==> src/rtl/ands_asr_adder.sv <==
// ands_asr_adder: registered single-op ALU slice offering ANDS, ASR, ADDS and ADCS
// with NZCV status flags. Operands are evaluated combinationally; result and flags
// update on the rising clk edge (1-cycle latency). No backpressure: an op can be
// issued every cycle, and global_enable = 0 freezes all state.
//
// Ports:
//   clk            rising-edge clock for all state
//   rst            asynchronous active-high reset (result = 0, flags = 0)
//   global_enable  1 = execute the selected op on this edge, 0 = hold everything
//   instruction    0 NOP, 1 ANDS, 2 ASR, 3 ADDS, 4 ADCS, 5-7 illegal (result cleared)
//   num1           first operand / value shifted by ASR
//   num2           second operand; [4:0] is the ASR shift amount
//   result         registered 32-bit result
//   flags          registered {V, C, Z, N} (bit0 = N, bit1 = Z, bit2 = C, bit3 = V)
//
// Configuration:
//   ANDS_ASR_ADDER_VFLAG_EN  when defined, ADDS/ADCS compute signed overflow into V.
//                            When undefined, V is tied to 0 and no overflow logic exists.

module ands_asr_adder (
    input  logic        clk,
    input  logic        rst,
    input  logic        global_enable,
    input  logic [2:0]  instruction,
    input  logic [31:0] num1,
    input  logic [31:0] num2,
    output logic [31:0] result,
    output logic [3:0]  flags
);

    // ------------------------------------------------------------------
    // Op encodings and flag bit positions
    // ------------------------------------------------------------------
    localparam logic [2:0] OP_NOP  = 3'd0;
    localparam logic [2:0] OP_ANDS = 3'd1;
    localparam logic [2:0] OP_ASR  = 3'd2;
    localparam logic [2:0] OP_ADDS = 3'd3;
    localparam logic [2:0] OP_ADCS = 3'd4;

    localparam int FLAG_N = 0;
    localparam int FLAG_Z = 1;
    localparam int FLAG_C = 2;
    localparam int FLAG_V = 3;

    // ------------------------------------------------------------------
    // Architectural state
    // ------------------------------------------------------------------
    logic n_q;
    logic z_q;
    logic c_q;
    logic v_q;

    logic [31:0] result_nxt;
    logic        n_nxt;
    logic        z_nxt;
    logic        c_nxt;
    logic        v_nxt;

    // ------------------------------------------------------------------
    // AND datapath
    // ------------------------------------------------------------------
    logic [31:0] and_res;

    assign and_res = num1 & num2;

    // ------------------------------------------------------------------
    // Arithmetic shift right datapath
    // ------------------------------------------------------------------
    logic [4:0]  sh_amt;
    logic [31:0] asr_res;
    logic        asr_c;

    assign sh_amt  = num2[4:0];
    assign asr_res = $unsigned($signed(num1) >>> sh_amt);

    // Carry is the last bit shifted out; a zero shift moves nothing out,
    // so the previous carry is kept.
    always_comb begin
        asr_c = c_q;
        if (sh_amt != 5'd0) begin
            asr_c = num1[sh_amt - 5'd1];
        end
    end

    // ------------------------------------------------------------------
    // 33-bit adder shared by ADDS and ADCS
    // ------------------------------------------------------------------
    logic        add_cin;
    logic [32:0] add_full;
    logic [31:0] add_sum;
    logic        add_c;

    // ADCS consumes the registered carry, so an ADCS right after an ADDS sees
    // the carry that ADDS just wrote.
    assign add_cin  = (instruction == OP_ADCS) ? c_q : 1'b0;
    assign add_full = {1'b0, num1} + {1'b0, num2} + {32'd0, add_cin};
    assign add_sum  = add_full[31:0];
    assign add_c    = add_full[32];

`ifdef ANDS_ASR_ADDER_VFLAG_EN
    // Signed overflow: both operands share a sign that the sum does not.
    logic add_v;

    assign add_v = (num1[31] == num2[31]) && (add_sum[31] != num1[31]);
`endif

    // ------------------------------------------------------------------
    // Next-state selection
    // ------------------------------------------------------------------
    always_comb begin
        result_nxt = result;
        n_nxt      = n_q;
        z_nxt      = z_q;
        c_nxt      = c_q;
        v_nxt      = v_q;

        if (global_enable) begin
            case (instruction)
                OP_NOP: begin
                    // hold everything
                end
                OP_ANDS: begin
                    result_nxt = and_res;
                    n_nxt      = and_res[31];
                    z_nxt      = (and_res == 32'd0);
                    c_nxt      = 1'b0;
                end
                OP_ASR: begin
                    result_nxt = asr_res;
                    n_nxt      = asr_res[31];
                    z_nxt      = (asr_res == 32'd0);
                    c_nxt      = asr_c;
                end
                OP_ADDS, OP_ADCS: begin
                    result_nxt = add_sum;
                    n_nxt      = add_sum[31];
                    z_nxt      = (add_sum == 32'd0);
                    c_nxt      = add_c;
`ifdef ANDS_ASR_ADDER_VFLAG_EN
                    v_nxt      = add_v;
`endif
                end
                default: begin
                    // Illegal op: clear the result, leave flags untouched.
                    result_nxt = 32'd0;
                end
            endcase
        end
    end

    // ------------------------------------------------------------------
    // Registers
    // ------------------------------------------------------------------
    always_ff @(posedge clk or posedge rst) begin
        if (rst) begin
            result <= 32'd0;
            n_q    <= 1'b0;
            z_q    <= 1'b0;
            c_q    <= 1'b0;
        end else begin
            result <= result_nxt;
            n_q    <= n_nxt;
            z_q    <= z_nxt;
            c_q    <= c_nxt;
        end
    end

`ifdef ANDS_ASR_ADDER_VFLAG_EN
    always_ff @(posedge clk or posedge rst) begin
        if (rst) begin
            v_q <= 1'b0;
        end else begin
            v_q <= v_nxt;
        end
    end
`else
    // No overflow tracking in this build: V is a constant zero.
    assign v_q = 1'b0;

    logic unused_v;
    assign unused_v = v_nxt;
`endif

    always_comb begin
        flags         = 4'b0000;
        flags[FLAG_N] = n_q;
        flags[FLAG_Z] = z_q;
        flags[FLAG_C] = c_q;
        flags[FLAG_V] = v_q;
    end

endmodule

==> config.mk <==
export PLATFORM = sky130hd
export DESIGN_NAME = ands_asr_adder
export DESIGN_NICKNAME = d
export VERILOG_FILES = /design/src/rtl/ands_asr_adder.sv
export SDC_FILE = /design/constraint.sdc
export NUM_CORES = 1
export LEC_CHECK = 0
export BUFFER_PORTS_ARGS = -buffer_cell sky130_fd_sc_hd__buf_4
export CORE_ASPECT_RATIO = 0.5
export CORE_MARGIN = 3
export CORE_UTILIZATION = 60
export CTS_BUF_LIST = sky130_fd_sc_hd__clkbuf_8 sky130_fd_sc_hd__clkbuf_16
export CTS_CLUSTER_SIZE = 40
export DETAILED_ROUTE_END_ITERATION = 10
export HOLD_SLACK_MARGIN = 0.12
export MAX_ROUTING_LAYER = met4
export PLACE_DENSITY = 0.84
export SKIP_CTS_REPAIR_TIMING = 1
export SLEW_MARGIN = 20
export SYNTH_ARGS = -nofsm -noshare
export SYNTH_HDL_FRONTEND = slang
export SYNTH_SLANG_ARGS = --single-unit
export TNS_END_PERCENT = 10
==> constraint.sdc <==
create_clock -name clk -period 6.7 [get_ports clk]
set_input_delay 0.335 -clock clk [delete_from_list [all_inputs] [get_ports clk]]
set_output_delay 0.335 -clock clk [all_outputs]
set_load 0.02 [all_outputs]
==> reports/results.txt <==
Most common cell after layout, fill and taps aside: buf_4
RSZ-0062 raised after global routing: no
CTS Buf Count: 5
Row Count: 25
Initial core utilization: 63.9%
Setup TNS: 0 ns
DP HPWL: 20000 um
CP Cell Sequence: buf_4, nor2_1, and2_0, nand2_1, fa_1, nor2b_1, o31a_1, nor3_1, nor4_1, nor4_1, a2111oi_0, a21oi_1, o21ai_0, a22o_1
Yosys top cell area share: 13.9%
Share of cells above drive strength 1: 20.8%
Maximum clock path buffer count: 2
CTS H-tree depth: 2
Top FF cell, synth: dfrtp_1
Library cells used by synthesis: 76
Worst-Margin Slew: 1.17 ns
GRT Total Usage: 43.6%
Buf+Inv Stages, Crit Path: 1
Worst R2R End: z_q
DRT Pass-1 Iters: 8
Pwr dens: 162 nW/um^2
Syn_area_per_cell: 8.10 um^2
Critical path type: input pin to flip-flop
WP data required: 6.91 ns
Crit path max-delay family: simple AND/OR/NAND/NOR gates
Grt total ovfl: 0
Layout area overhead: 13.4%
Routed Antenna Nets: 0
R2R Path Start: c_q
CTS tree: yes
I/O Pins: 106
Leak pwr: 2.97 nW
PortBufs: 104
Final Wtd Congestion: 1.12
Reg clk slew, reported paths: 0.05 ns
CP Max Fanout: 17
Worst path max stage delay: 0.94 ns
Status: finished clean
HP Class: input pin to asynchronous set/reset pin
Largest net degree at the start of global routing: 45
DIE AREA: 11800 um^2
Root buffer cell: clkbuf_16
WL final: 25700 um
Vias per inst: 7.71
Initial antenna violation count: 2
Power Total: 1.15 mW
# DRC: 0
EDFF count, synth: 0
R2R setup slack: 2.75 ns
Clk Latency, worst-skew pair: 0.28 ns
FF+latch count, synth: 35
Syn. warnings: 0
Startpoint types: input pin
Initial DRC count: 1477
Post-synthesis sequential area ratio: 13.9%
Core Area: 9820 um^2
WL/cell: 26.5 um
Mapped cell area: 6280 um^2
DR vias: 7460
Final setup fails: 0
Asr flop ratio synth: 100%
Final Skew: 0.00572 ns
Slew margin rel.: 20.0%
First-pass GRT wire length: 38400 um
Leading area contributor after synthesis: dfrtp_1
Fmax: 232 MHz
Most frequent cells in the layout: buf_4, nand2_1, o21ai_0
Die span in x: 151 um
Critical Path Slowest Stage Cell: a2111oi_0
Count of nets after finishing: 937
Worst r2r path cells: 13
Post-Syn Nets: 881
Cell mode on critical path: nor4_1
Peak supply drop: 0.100 mV
Final worst path period share: 64.3%
Maxcap violations: 0
Clock Sink Count: 35
Setup crit end kind: flip-flop
Hold Fails Final Rpt: 0
Cell count after synthesis: 775
Crit path time final: 4.31 ns
Fin. max-slew vios: 0
Die height: 78.3 um
Critical path arrival: 4.52 ns
Vias in the first global route: 6569
Dominant cells by area after synthesis: dfrtp_1, mux4_2, ha_1, o21ai_0, nand2_1
flip-flops by register name (all words and copies together) (netlist names):
| signal | cells |
|---|---|
| result | 32 |
| c_q | 1 |
| n_q | 1 |
| z_q | 1 |
metrics by stage:
step | hold slack (ns) | cells | util (%) | cell area [um^2] | worst slack, ns
final | 0.159 | 968 | 72.5 | 7120 | 2.39
after global routing | 0.223 | 968 | 72.5 | 7120 | 2.09
after CTS | 0.181 | 965 | 72.3 | 7110 | 2.62
after detailed placement | 0.464 | 958 | 70.9 | 6960 | 2.36
after global placement | 0.451 | 958 | 70.9 | 6960 | 2.50
after floorplan | 0.451 | 775 | - | 6280 | 3.00
synthesized netlist by cell type (all sizes together) (7+ instances only):
cell / n
a211oi: 9
a21o: 12
a21oi: 52
a221oi: 7
a222oi: 8
a22o: 13
a22oi: 14
a31oi: 12
buf: 22
clkbuf: 40
dfrtp: 35
ha: 34
inv: 19
mux2: 18
mux2i: 22
mux4: 38
nand2: 81
nand3: 18
nand4: 14
nor2: 56
nor3: 27
nor4: 10
o211ai: 17
o21a: 9
o21ai: 63
o22ai: 16
xnor2: 11
xor2: 7
worst min-delay path, cell delays in order:
cell and delay (ns):
buf_4 0.11, inv_1 0.05, buf_4 0.37
worst max-delay path by stage:
stage                    from    endpoint  slack, ns  cells past startpoint
3_5_place_dp   instruction[0]  result[23]       2.36                     14
2_1_floorplan         num2[0]         z_q       3.00                     17
3_3_place_gp   instruction[0]         z_q       2.50                     16
6_report       instruction[0]  result[23]       2.39                     14
5_1_grt        instruction[0]  result[23]       2.09                     14
4_1_cts        instruction[0]  result[23]       2.62                     14
layer usage:
| metal | track usage [%] | part of all wire, % | vias up |
|---|---|---|---|
| met4 | 6.33 | 2.1 | 0 |
| met3 | 14.5 | 18 | 72 |
| met1 | 62.8 | 40 | 3513 |
| li1 | - | - | 3168 |
| met5 | - | 0 | - |
| met2 | 60.7 | 40 | 707 |
final cells by class:
| class | instances | area (um^2) |
|---|---|---|
| clock buffers | 6 | 139 |
| inverters | 20 | 75.1 |
| well taps | 135 | 169 |
| repair buffers | 111 | 837 |
| clock inverters | 1 | 5.00 |
| fillers | 776 | 2700 |
| multi-input cells | 658 | 5020 |
| diodes | 2 | 5.00 |
| flip-flops and latches | 35 | 876 |
power by group:
part	internal, mW	switching (mW)	total [mW]
clock	0.145	0.0801	0.225
combinational	0.257	0.418	0.675
sequential	0.233	0.0182	0.251
cells by family after synthesis:
| logic type | Yosys count | share of synthesized area [%] |
|---|---|---|
| xor+xnor | 18 | 2.51 |
| other cells | 1 | 0.0597 |
| fa+ha+maj | 36 | 7.41 |
| simple gates | 246 | 18.7 |
| compound gates | 279 | 30.0 |
| mux | 78 | 21.0 |
| buf+inv | 82 | 6.46 |
| flops | 35 | 13.9 |
No activity file was read; power rests on OpenSTA's default activity.
